File: config.mk
export PLATFORM = sky130hd
export DESIGN_NAME = seed_ungapped_scorer
export DESIGN_NICKNAME = d
export VERILOG_FILES = /design/src/rtl/blast_pkg.sv /design/src/rtl/prefix_max_scorer.sv /design/src/rtl/seed_ungapped_scorer.sv
export SDC_FILE = /design/constraint.sdc
export NUM_CORES = 1
export LEC_CHECK = 0
export ABC_CLOCK_PERIOD_IN_PS = 42100
export CORE_MARGIN = 4
export CORE_UTILIZATION = 48
export CTS_BUF_LIST = sky130_fd_sc_hd__clkbuf_8
export CTS_CLUSTER_DIAMETER = 50
export DETAILED_ROUTE_END_ITERATION = 8
export GPL_TIMING_DRIVEN = 1
export PLACE_DENSITY = 0.84
export SLEW_MARGIN = 20
export SYNTH_ARGS = -nofsm -noshare
export SYNTH_HDL_FRONTEND = slang
export SYNTH_SLANG_ARGS = --single-unit
File: constraint.sdc
create_clock -name clk -period 42.1 [get_ports clk]
set_clock_uncertainty 0.2 [all_clocks]
set_input_delay 4.21 -clock clk [delete_from_list [all_inputs] [get_ports clk]]
set_output_delay 4.21 -clock clk [all_outputs]
set_load 0.01 [all_outputs]
File: src/rtl/blast_pkg.sv
// Shared constants and width helpers for the BLAST-style seed/extension datapath.
package blast_pkg;

  localparam logic [1:0] BASE_A = 2'b00;
  localparam logic [1:0] BASE_C = 2'b01;
  localparam logic [1:0] BASE_G = 2'b10;
  localparam logic [1:0] BASE_T = 2'b11;

  localparam int DEFAULT_MATCH     = 5;
  localparam int DEFAULT_MISMATCH  = 4;
  localparam int DEFAULT_THRESHOLD = 20;

  // Signed width able to hold n*match, plus a sign bit.
  function automatic int score_w(input int n, input int match);
    return $clog2(n * match + 1) + 1;
  endfunction

endpackage

File: src/rtl/prefix_max_scorer.sv
// Combinational scorer: match bitmap -> clamped full-word score, best prefix score and its length.
module prefix_max_scorer
  import blast_pkg::*;
#(
  parameter int NUM_BASES = 11,
  parameter int MATCH     = DEFAULT_MATCH,
  parameter int MISMATCH  = DEFAULT_MISMATCH,
  localparam int SCORE_W  = score_w(NUM_BASES, MATCH),
  localparam int LEN_W    = $clog2(NUM_BASES + 1)
) (
  input  logic [NUM_BASES-1:0] match_map_i,
  output logic [SCORE_W-2:0]   score_o,
  output logic [SCORE_W-2:0]   best_o,
  output logic [LEN_W-1:0]     best_len_o
);

  // Accumulator also wide enough for the most negative running sum.
  localparam int NEG_W = score_w(NUM_BASES, MISMATCH);
  localparam int ACC_W = (NEG_W > SCORE_W) ? NEG_W : SCORE_W;

  logic signed [ACC_W-1:0] acc;
  logic signed [ACC_W-1:0] top;

  always_comb begin
    acc        = '0;
    top        = '0;
    best_len_o = '0;
    for (int k = 0; k < NUM_BASES; k++) begin
      if (match_map_i[k]) begin
        acc = acc + ACC_W'(MATCH);
      end else begin
        acc = acc - ACC_W'(MISMATCH);
      end
      // Strict compare keeps the shortest prefix on ties and leaves 0/0 when nothing is positive.
      if (acc > top) begin
        top        = acc;
        best_len_o = LEN_W'(k + 1);
      end
    end
    score_o = (acc > 0) ? acc[SCORE_W-2:0] : '0;
    best_o  = top[SCORE_W-2:0];
  end

endmodule

File: src/rtl/seed_ungapped_scorer.sv
// Two-stage valid/ready pipeline scoring a query word against a DB word with a saturating hit counter.
module seed_ungapped_scorer
  import blast_pkg::*;
#(
  parameter int NUM_BASES = 11,
  parameter int MATCH     = DEFAULT_MATCH,
  parameter int MISMATCH  = DEFAULT_MISMATCH,
  parameter int THRESHOLD = DEFAULT_THRESHOLD,
  parameter int TAG_W     = 32,
  parameter int CNT_W     = 16,
  localparam int SCORE_W  = score_w(NUM_BASES, MATCH),
  localparam int LEN_W    = $clog2(NUM_BASES + 1),
  localparam int WORD_W   = 2 * NUM_BASES
) (
  input  logic                 clk,
  input  logic                 rst,
  input  logic                 in_valid,
  output logic                 in_ready,
  input  logic [WORD_W-1:0]    in_query,
  input  logic [WORD_W-1:0]    in_db,
  input  logic [TAG_W-1:0]     in_tag,
  output logic                 out_valid,
  input  logic                 out_ready,
  output logic [SCORE_W-2:0]   out_score,
  output logic [SCORE_W-2:0]   out_best,
  output logic [LEN_W-1:0]     out_best_len,
  output logic                 out_hit,
  output logic [TAG_W-1:0]     out_tag,
  output logic [CNT_W-1:0]     hit_count,
  input  logic                 clear_count
);

  if (NUM_BASES < 1) begin : g_bad_num_bases
    $error("seed_ungapped_scorer: NUM_BASES must be >= 1");
  end
  if (MATCH <= 0) begin : g_bad_match
    $error("seed_ungapped_scorer: MATCH must be > 0");
  end
  if (MISMATCH <= 0) begin : g_bad_mismatch
    $error("seed_ungapped_scorer: MISMATCH must be > 0");
  end

  logic                 s1_valid_q, s1_valid_d;
  logic [NUM_BASES-1:0] s1_match_q, s1_match_d;
  logic [TAG_W-1:0]     s1_tag_q, s1_tag_d;

  logic                 s2_valid_q, s2_valid_d;
  logic [SCORE_W-2:0]   s2_score_q, s2_score_d;
  logic [SCORE_W-2:0]   s2_best_q, s2_best_d;
  logic [LEN_W-1:0]     s2_len_q, s2_len_d;
  logic                 s2_hit_q, s2_hit_d;
  logic [TAG_W-1:0]     s2_tag_q, s2_tag_d;

  logic [CNT_W-1:0]     hit_count_q, hit_count_d;

  logic                 s2_adv, s1_adv, in_fire, hit_fire;
  logic [NUM_BASES-1:0] match_map;
  logic [SCORE_W-2:0]   scr_score, scr_best;
  logic [LEN_W-1:0]     scr_len;

  prefix_max_scorer #(
    .NUM_BASES (NUM_BASES),
    .MATCH     (MATCH),
    .MISMATCH  (MISMATCH)
  ) u_scorer (
    .match_map_i (s1_match_q),
    .score_o     (scr_score),
    .best_o      (scr_best),
    .best_len_o  (scr_len)
  );

  // Bit i of the map is base i; base 0 sits in the most significant pair.
  always_comb begin
    match_map = '0;
    for (int i = 0; i < NUM_BASES; i++) begin
      match_map[i] = (in_query[2*(NUM_BASES-1-i) +: 2] == in_db[2*(NUM_BASES-1-i) +: 2]);
    end
  end

  always_comb begin
    s2_adv   = !s2_valid_q || out_ready;
    s1_adv   = s1_valid_q && s2_adv;
    in_ready = !s1_valid_q || s1_adv;
    in_fire  = in_valid && in_ready;
    hit_fire = s2_valid_q && out_ready && s2_hit_q;

    s1_valid_d = in_fire || (s1_valid_q && !s1_adv);
    s1_match_d = in_fire ? match_map : s1_match_q;
    s1_tag_d   = in_fire ? in_tag : s1_tag_q;

    s2_valid_d = s1_adv || (s2_valid_q && !out_ready);
    s2_score_d = s2_score_q;
    s2_best_d  = s2_best_q;
    s2_len_d   = s2_len_q;
    s2_hit_d   = s2_hit_q;
    s2_tag_d   = s2_tag_q;
    if (s1_adv) begin
      s2_score_d = scr_score;
      s2_best_d  = scr_best;
      s2_len_d   = scr_len;
      s2_hit_d   = (int'(scr_best) >= THRESHOLD);
      s2_tag_d   = s1_tag_q;
    end

    hit_count_d = hit_count_q;
    if (clear_count) begin
      hit_count_d = hit_fire ? CNT_W'(1) : '0;
    end else if (hit_fire && (hit_count_q != '1)) begin
      hit_count_d = hit_count_q + CNT_W'(1);
    end
  end

  always_ff @(posedge clk or posedge rst) begin
    if (rst) begin
      s1_valid_q  <= 1'b0;
      s1_match_q  <= '0;
      s1_tag_q    <= '0;
      s2_valid_q  <= 1'b0;
      s2_score_q  <= '0;
      s2_best_q   <= '0;
      s2_len_q    <= '0;
      s2_hit_q    <= 1'b0;
      s2_tag_q    <= '0;
      hit_count_q <= '0;
    end else begin
      s1_valid_q  <= s1_valid_d;
      s1_match_q  <= s1_match_d;
      s1_tag_q    <= s1_tag_d;
      s2_valid_q  <= s2_valid_d;
      s2_score_q  <= s2_score_d;
      s2_best_q   <= s2_best_d;
      s2_len_q    <= s2_len_d;
      s2_hit_q    <= s2_hit_d;
      s2_tag_q    <= s2_tag_d;
      hit_count_q <= hit_count_d;
    end
  end

  assign out_valid    = s2_valid_q;
  assign out_score    = s2_score_q;
  assign out_best     = s2_best_q;
  assign out_best_len = s2_len_q;
  assign out_hit      = s2_hit_q;
  assign out_tag      = s2_tag_q;
  assign hit_count    = hit_count_q;

endmodule

# --- Word-level counts from Yosys, hierarchy flattened ---
# Index checks and enable logic that the tools add are counted.
# W data, S select, Z words.
op_classes:
  addsub: 21
  magnitude_cmp: 13
  n_eq_ne: 12
  mux: 37
  n_reduce_logical: 16
ops:
  columns: ["op", "count"]
  rows:
  - ["$mux W7", 21]
  - ["$add A7 B4 Y7 const B", 10]
  - ["$gt A7 B7 Y1", 10]
  - ["$sub A7 B4 Y7 const B", 10]
  - ["$mux W16", 2]
  - ["$eq A2 B2 Y1", 11]
  - ["$add A16 B1 Y16 const B", 1]
  - ["$mux W4", 4]
  - ["$ne A16 B16 Y1 const B", 1]
  - ["$gt A7 B1 Y1 const B", 2]
  - ["$mux W3", 4]
  - ["$mux W6", 2]
  - ["$logic_and A1 B1 Y1", 7]
  - ["$ge A6 B5 Y1 const B", 1]
  - ["$logic_not A1 Y1", 4]
  - ["$logic_or A1 B1 Y1", 4]
  - ["$mux W2", 2]
  - ["$mux W1", 2]
  - ["$reduce_bool A2 Y1", 1]
word_totals:
  ff_bits: 110
  inputBits: 81
  output_inout_bits: 67
  wordCells: 109

# --- Depth between registers and ports, before layout ---
# Gate-level depths: netlist (run 1).
logic_depth:
  ltp_word: 24
  depth_mapped: 87
  ltp_nobuf: 77

# --- By module ---
# From an unflattened synthesis (run 1), not the netlist that was laid out.
unflattened:
  hier_cells: 1120
  area_unflattened_um2: 10057.1
by_module_without_submodules:
  columns: ["module", "instances", "cells_each", "area_each_um2", "seq_area_each_um2"]
  rows:
  - ["prefix_max_scorer", 1, 782, 5477.8, 0.0]
  - ["seed_ungapped_scorer", 1, 338, 4579.4, 2752.6]

# --- Worst setup path after synthesis (run 1) ---
# OpenSTA, ideal clock, no wires.
synth_timing:
  kind: "flip-flop to flip-flop"
  startpoint: "register s1_match_q[0]"
  endpoint: "register s2_best_q[2] (netlist: out_best[2])"
  setup_time_ns: 0.077
  t_arrival_ns: 17.479
  required_time_ns: 41.823
  path_slack_ns: 24.344
  path_stages_with_launch: 84
  n_path_buf: 12
  synth_period_minus_slack_ns: 17.756
  path_cell_list: "dfrtp_1 > inv_1 > ha_1 > buf_4 > nand3_1 > ha_1 > inv_1 > a211o_1 > a41oi_2 > and2_1 > mux2_2 > ha_1 > nor2b_1 > a21oi_1 > mux2_2 > a221oi_2 > o22a_4 > nand2_4 > (+48 left out) > inv_1 > nor3b_1 > o2111ai_1 > o221a_2 > nor2_2 > clkbuf_1 > nor3_1 > a311oi_1 > inv_1 > ha_1 > and3_1 > nand3_1 > nor2_1 > and4_1 > or4b_1 > a32oi_4 > mux2_1 > o21ai_1"
synth_between:
  elab_chain_len: 23
  elab_cells_between_ends: 53
  cone_classes: "add/sub (20); order compare (11); mux (22)"
synth_lines:
  columns: ["item", "line", "rtl"]
  rows:
  - ["start, declared", "seed_ungapped_scorer.sv:44", "logic [NUM_BASES-1:0] s1_match_q, s1_match_d;"]
  - ["start signal, assigned", "seed_ungapped_scorer.sv:127", "s1_match_q <= s1_match_d;"]
  - ["$mux W7 (*)", "prefix_max_scorer.sv:29", "if (match_map_i[k]) begin"]
  - ["$sub A7 B4 Y7 (tied with other cells)", "prefix_max_scorer.sv:32", "acc = acc - ACC_W'(MISMATCH);"]
  - ["$mux W7 (on tied branches)", "prefix_max_scorer.sv:29, prefix_max_scorer.sv:35", null]
  - ["$sub A7 B4 Y7 (tied with other cells)", "prefix_max_scorer.sv:32", null]
  - ["$mux W7 (on tied branches)", "prefix_max_scorer.sv:29, prefix_max_scorer.sv:35", null]
  - ["$sub A7 B4 Y7 (tied with other cells)", "prefix_max_scorer.sv:32", null]
  - ["$mux W7 (on tied branches)", "prefix_max_scorer.sv:29, prefix_max_scorer.sv:35", null]
  - ["$sub A7 B4 Y7 (tied with other cells)", "prefix_max_scorer.sv:32", null]
  - ["(+7 left out)", null, null]
  - ["$sub A7 B4 Y7 (tied with other cells)", "prefix_max_scorer.sv:32", null]
  - ["$mux W7 (on tied branches)", "prefix_max_scorer.sv:29, prefix_max_scorer.sv:35", null]
  - ["$sub A7 B4 Y7 (tied with other cells)", "prefix_max_scorer.sv:32", null]
  - ["$mux W7 (on tied branches)", "prefix_max_scorer.sv:29, prefix_max_scorer.sv:35", null]
  - ["$sub A7 B4 Y7 (tied with other cells)", "prefix_max_scorer.sv:32", null]
  - ["$mux W7 (on tied branches)", "prefix_max_scorer.sv:29, prefix_max_scorer.sv:35", null]
  - ["$gt A7 B7 Y1", "prefix_max_scorer.sv:35", "if (acc > top) begin"]
  - ["$mux W6 (*)", "prefix_max_scorer.sv:35", null]
  - ["end signal, assigned", "seed_ungapped_scorer.sv:131", "s2_best_q <= s2_best_d;"]
  - ["end, declared", "seed_ungapped_scorer.sv:49", "logic [SCORE_W-2:0] s2_best_q, s2_best_d;"]
# Every way passes the cells marked *; elsewhere a longest branch is shown, timed or not.
# A chain may end at the register's enable or synchronous reset.

# --- Final worst setup path (run 1) ---
layout_timing:
  startpoint: "register s1_match_q[0]"
  endpoint: "register s2_best_q[1] (netlist: out_best[1])"
# The elaborated chain is that of the path after synthesis.

==> metrics.md, run 1 <==
| Metric | Value |
|---|---|
| Result of the run | finished clean |
| Number of buffer cells added on primary ports | about 150 |
| Maximum number of pins on one net before global-route repair | 72 |
| Share of final-layout standard cells stronger than drive strength 1 | between 7 and 8% |
| Critical Path RT | 42.21 ns |
| Endpoint type of the worst setup path | register |
| Gr ovfl total | 0 |
| Area Growth Syn to Fin | 18.2% |
| Global-route wire length before repair | about 45 mm |
| Post-Synthesis Net Count | 1350 |
| Clock root cell | sky130_fd_sc_hd__clkbuf_8 |
| Die Area | about 23000 µm² |
| Most repeated library cell on the critical path | sky130_fd_sc_hd__ha_1 |
| CTS tree | built |
| Detail-routed net length per standard cell | approximately 17 µm |
| Global placer's final weighted congestion | ~0.92 |
| Post-CTS setup-driven buffer insertion count | 0 |
| Cell area after synthesis | 9950 µm² |
| Commonest non-fill, non-tap cell in the layout | sky130_fd_sc_hd__nand2_1 |
| Number of antenna cells inserted | 0 |
| Max-cap violations | 0 |
| Setup total negative slack | 0 ns |
| Max Clk Rate | approximately 48 MHz |
| Max-slew violation count | 0 |
| Placed wire-length estimate after detailed placement | ~21 mm |
| Distinct cells, synth | 96 |
| Number of H-tree levels | 3 |
| Multi-input gate area in the final layout | a little under 7000 µm² |
| Arrival time worst endpoint | roughly 21 ns |
| Count of mapped cells out of synthesis | approximately 1200 |
| DRT Wirelength | 27.2 mm |
| Number of warnings issued by yosys | 0 |
| Total number of clock tree sinks | 110 |
| Number of synthesized flops with an enable pin | 0 |
| Initial antenna violation count | 0 |
| Maximum net fanout on the critical path | 27 |
| Number of CTS-inserted buffers | 9 |
| Number of global-route vias before repair | 9092 |
| Tot GR Track Use | between 20% and 30% |
| Initial standard-cell utilization of the core | between 40% and 50% |
| Number of vias per cell | 5.84 |
| RSZ-0062 raised after global routing | false |
| First DRT Iteration DRCs | between 800 and 900 |
| Slowest stage cell, crit path | sky130_fd_sc_hd__o221a_1 |
| Final period utilization | 49.4% |
| Register clock-pin slew on the reported worst setup and hold paths | 0.12 ns |
| Number of flip-flops and latches in the synthesized netlist | 110 |
| Number of fillers in the final layout | between 1500 and 2000 |
| # IOs | about 150 |
| Detail Route Antenna Nets | 0 |
| Final setup fails | 0 |
| Seq/Total Area, Yosys | between 20% and 30% |
| Post-cts hold buffer count | 0 |
| Startpoint types | register |
| Leading cell types in the layout, fill and taps excluded | sky130_fd_sc_hd__nand2_1 (207), sky130_fd_sc_hd__clkdlybuf4s50_1 (147), sky130_fd_sc_hd__dfrtp_1 (110) |
| Commonest register cell after synthesis | sky130_fd_sc_hd__dfrtp_1 |
| Clock Tree Buf Depth | 2 |
| Type of the setup path with the least slack | reg -> reg |
| Area of the core region | a little over 20000 µm² |
| Worst path max stage delay | approximately 0.8 ns |
| Final number of hold-violating endpoints | 0 |
| Drc violations | 0 |
| Mean instance size in the synthesized netlist | roughly 8.3 µm² |
| Horizontal die dimension | between 150 and 200 µm |
| Register area | 2750 µm² |
| Async set-or-reset flop fraction in the synthesized netlist | 100% |
| Height of the die | ~150 µm |
| Period minus WS final | about 21 ns |
| First-pass iteration count of the detailed router | 7 |
| Class of the worst hold path | reg -> reg |
| Vias | just over 9000 |
| Headroom to the max-slew limit | 29.4% |
| Post-cts sizing count | 0 |
| Core Rows | between 50 and 60 |
| Least-Margin Pin Slew | 1.03 ns |
| Clk Latency, worst-skew pair | a little under 0.4 ns |
| Number of nets in the layout | 1462 |
state kept, by name, summed over array words and instances, names as in the netlist:
register / cells
hit_count: 16
out_best: 6
out_best_len: 4
out_hit: 1
out_score: 6
out_tag: 32
out_valid: 1
s1_match_q: 11
s1_tag_q: 32
s1_valid_q: 1
Yosys cell counts, drive strengths merged, types with 12 or more instances:
cell type	number	area share [%]
nand3	32	1.7
nand2b	14	0.88
nand2	210	8.0
a31oi	19	1.2
mux2i	35	3.6
and2	12	0.75
nor2b	14	0.88
xnor2	54	4.8
a21oi	50	2.6
nor3	24	1.3
xor2	47	4.1
nor2	100	3.8
dfrtp	110	28
o31ai	21	1.6
o21ai	60	3.1
inv	60	2.3
mux2	54	6.1
a21o	15	1.1
ha	62	7.8
clkbuf	35	1.3
buf	14	1.0
critical path: cells and delay by family (launching register included):
| kind | cells | cell delay (ns) |
|---|---|---|
| DFF | 1 | 0.55 |
| AOI/OAI and AO/OA | 22 | 7.49 |
| and+or+nand+nor | 23 | 5.86 |
| buffers and inverters | 6 | 0.58 |
| muxes | 9 | 2.74 |
| adders and majority gates | 10 | 3.26 |
metrics by stage:
stage	std cells	instance area, µm²	hold WS (ns)	utilization [%]	worst slack (ns)
after floorplan	1206	9950	0.233	-	24.34
after global placement	1577	11600	0.241	56.9	22.67
after detailed placement	1577	11600	0.253	56.9	21.78
after CTS	1593	11800	0.273	57.9	21.71
after global routing	1593	11800	0.297	57.9	19.80
final	1593	11800	0.272	57.9	21.31
cell families (layout without fill, tap and decap cells):
family | after synthesis | count (layout) | synth area share [%]
simple gates | 461 | 461 | 21.3
mux | 89 | 89 | 9.79
buf+inv | 112 | 229 | 4.73
xor+xnor | 101 | 101 | 8.89
fa+ha+maj | 66 | 66 | 8.30
compound gates | 267 | 267 | 19.3
flops | 110 | 110 | 27.7
layout make-up:
| cell class | count | share of cell area [%] |
|---|---|---|
| multi-input cells | 984 | 57.3 |
| flip-flops and latches | 110 | 23.4 |
| repair buffers | 150 | 12.7 |
| well taps | 270 | 2.87 |
| inverters | 63 | 2.03 |
| clock buffers | 9 | 1.05 |
| clock inverters | 7 | 0.617 |
final timing paths:
check / start / endpoint / slack (ns) / cells past startpoint
worst max-delay path: s1_match_q[0] / out_best[1] / 21.31 / 70
worst min-delay path: s1_tag_q[29] / out_tag[29] / 0.27 / 2
worst max register to register: s1_match_q[0] / out_best[1] / 21.31 / 70
worst min register to register: s1_tag_q[29] / out_tag[29] / 0.27 / 2
max in group asynchronous: rst / out_valid / 36.42 / 3
min in group asynchronous: rst / out_tag[5] / 4.00 / 2
routing by layer:
metal | GRT usage (%) | vias up | share of wire, %
li1 | - | 4487 | -
met1 | 30.5 | 4428 | 44
met2 | 37.9 | 344 | 47
met3 | 5.29 | 40 | 8.0
met4 | 5.39 | 0 | 1.7
met5 | 0 | - | 0
Power of run 1 is left out: the tool's default activity adds up to more than one toggle a clock period on the data nets, which glitch-free logic cannot reach.
==> run 2: changes to the inputs <==
ABC_CLOCK_PERIOD_IN_PS = 21300   (was 42100)
clock period = 21.3 ns   (was 42.1 ns; I/O delays follow)
==> run 2 against run 1 <==
  * Core utilization grew 0.16 points
  * First-iteration DRC count grew 3.0%
  * Hold slack lost 0.018 ns
  * Sequential share of layout area shrank 0.065 points
  * Sequential cell count is the same
  * Worst setup slack lost 20 ns
  * Clock-buffer cell count is the same
  * Die area is the same
  * Global-route usage grew 0.18 points
  * Register-to-register slack lost 20 ns
  * Critical path type unchanged
==> metrics.md, run 2 (same netlist as run 1, synthesis figures left out) <==
| Metric | Value |
|---|---|
| Maximum net fanout on the critical path | 27 (unchanged) |
| Initial antenna violation count | 0 (unchanged) |
| Number of CTS-inserted buffers | 9 (unchanged) |
| Post-CTS setup-driven buffer insertion count | 0 (unchanged) |
| Setup total negative slack | 0 ns (unchanged) |
| Final number of hold-violating endpoints | 0 (unchanged) |
| DRT Wirelength | 27.4 mm (+0.59%) |
| Die Area | 23100 µm² (unchanged) |
| Height of the die | 152 µm (unchanged) |
| Utilization of the core after routing | 58.1% (+0.16 points) |
| Vias | 9383 (+0.90%) |
| Placed wire-length estimate after detailed placement | 21.4 mm (+0.15%) |
| Critical Path RT | 21.40 ns (-20.81 ns) |
| Placed Instances | 1577 (unchanged) |
| Max-slew violation count | 0 (unchanged) |
| Worst Path Buf+Inv | 6 (unchanged) |
| Max Clk Rate | 50.5 MHz (+5.1%) |
| Area of the core region | 20300 µm² (unchanged) |
| Slowest stage cell, crit path | sky130_fd_sc_hd__o211a_2 |
| Multi-input gate area in the final layout | 6740 µm² (about the same) |
| Final setup fails | 0 (unchanged) |
| Most repeated library cell on the critical path | sky130_fd_sc_hd__ha_1 |
| Clk Latency, worst-skew pair | 0.38 ns (about the same) |
| Number of global-route vias before repair | 9125 (+0.36%) |
| Class of the worst hold path | reg -> reg |
| Register clock-pin slew on the reported worst setup and hold paths | 0.12 ns (about the same) |
| Headroom to the max-slew limit | 29.8% (+0.48 points) |
| Setup slack on the worst flop-to-flop path | 1.51 ns (-19.79 ns) |
| # IOs | 148 (unchanged) |
| Min-Delay Endpoint | out_tag[28] |
| Type of the setup path with the least slack | reg -> reg |
| Leading cell types in the layout, fill and taps excluded | sky130_fd_sc_hd__nand2_1 (207), sky130_fd_sc_hd__clkdlybuf4s50_1 (147), sky130_fd_sc_hd__dfrtp_1 (110) |
| Worst path max stage delay | 0.64 ns (-0.16 ns) |
| Number of H-tree levels | 3 (unchanged) |
| Reg-to-reg startpoint | s1_match_q[0] |
| Startpoint types | register |
| Number of fillers in the final layout | 1738 (-1.3%) |
| First DRT Iteration DRCs | 889 (+3.0%) |
| Clock Tree Buf Depth | 2 (unchanged) |
| Result of the run | finished clean |
| Maximum number of pins on one net before global-route repair | 72 (unchanged) |
| First-pass iteration count of the detailed router | 6 (-1) |
| Tot GR Track Use | 23.0% (+0.18 points) |
| Global placer's final weighted congestion | 0.911 (-0.77%) |
| Clock root cell | sky130_fd_sc_hd__clkbuf_8 |
| Least-Margin Pin Slew | 1.05 ns (+0.0185 ns) |
| Final Non-Filler Cells | 1593 (unchanged) |
| Total number of clock tree sinks | 110 (unchanged) |
| Period minus WS final | 19.79 ns (-1.01 ns) |
| Number of vias per cell | 5.89 (+0.90%) |
| Register-to-Register Path Depth | 71 (+1.4%) |
| Largest delay share family, worst path | compound AO/OA/AOI/OAI gates |
| Number of nets in the layout | 1462 (unchanged) |
| Register area | 2750 µm² (unchanged) |
| Initial standard-cell utilization of the core | 49.0% (unchanged) |
| CTS tree | built |
| Area Growth Syn to Fin | 18.5% |
| Hold Path Cell Cnt | 2 (unchanged) |
| Number of buffer cells added on primary ports | 147 (unchanged) |
| Share of final-layout standard cells stronger than drive strength 1 | 8.24% (+0.30 points) |
| Gr ovfl total | 0 (unchanged) |
| Launch instance of the worst min-delay path | s1_tag_q[28] |
| Commonest non-fill, non-tap cell in the layout | sky130_fd_sc_hd__nand2_1 |
| Detail Route Antenna Nets | 0 (unchanged) |
| Global-route wire length before repair | 45.8 mm (+1.1%) |
| Detail-routed net length per standard cell | 17.2 µm (+0.59%) |
| Number of antenna cells inserted | 0 (unchanged) |
| Final period utilization | 92.9% (+43 points) |
| RSZ-0062 raised after global routing | false |
| Arrival time worst endpoint | 19.88 ns (-1.02 ns) |
| Reg-to-Reg End | out_best[1] |
| Horizontal die dimension | 152 µm (unchanged) |
| Max-cap violations | 0 (unchanged) |
| Drc violations | 0 (unchanged) |
| Core Rows | 52 (unchanged) |
| Endpoint type of the worst setup path | register |
==> run 2: worst max path at each step <==
stage	start	to	slack (ns)	cells after the start
3_3_place_gp	s1_match_q[0]	out_best[1]	1.84	71
2_1_floorplan	s1_match_q[0]	out_best[2]	3.54	83
5_1_grt	s1_match_q[0]	out_best[2]	0.04	71
4_1_cts	s1_match_q[0]	out_best[1]	1.01	71
6_report	s1_match_q[0]	out_best[1]	1.51	71
3_5_place_dp	s1_match_q[0]	out_best[1]	1.05	71
==> run 2: what timing repair did <==
action,4_1_cts,5_1_grt
gates resized for setup,0,4
endpoints found under the setup margin,0,10
hold buffers,0,0
==> run 2: cell type report <==
cell class,count,share of cell area [%]
Sequential cell,110,23.3
Multi-Input combinational cell,984,57.2
Clock inverter,7,0.860
Timing Repair Buffer,150,12.7
Clock buffer,9,1.05
Tap cell,270,2.87
Inverter,63,2.03
==> run 2: per-layer routing <==
metal  share of wire (%)  wire, µm  global-route usage [%]  vias up
li1                    -         -                       -     4483
met1                  43     11700                    30.2     4472
met2                  47     12800                    39.0      383
met3                 8.2      2240                    4.92       45
met4                 2.1       582                    5.82        0
met5                   0         0                       0        -
==> run 2: worst reg2reg max path, delay by kind of cell (launching register included) <==
kind,cells,cell delay [ns]
adder cells (fa/ha/maj),10,3.18
multiplexers,9,2.71
AO/OA/AOI/OAI,22,6.70
AND/OR/NAND/NOR,24,5.79
flip-flops,1,0.55
buffers and inverters,6,0.57
==> run 2: per-stage QoR <==
step | setup WS, ns | cell area [µm²] | hold slack [ns]
6_report | 1.51 | 11800 | 0.254
5_1_grt | 0.0363 | 11800 | 0.299
4_1_cts | 1.01 | 11800 | 0.259
3_5_place_dp | 1.05 | 11600 | 0.252
3_3_place_gp | 1.84 | 11600 | 0.241
2_1_floorplan | 3.54 | 9950 | 0.233
Power of run 2 is left out for the same reason.
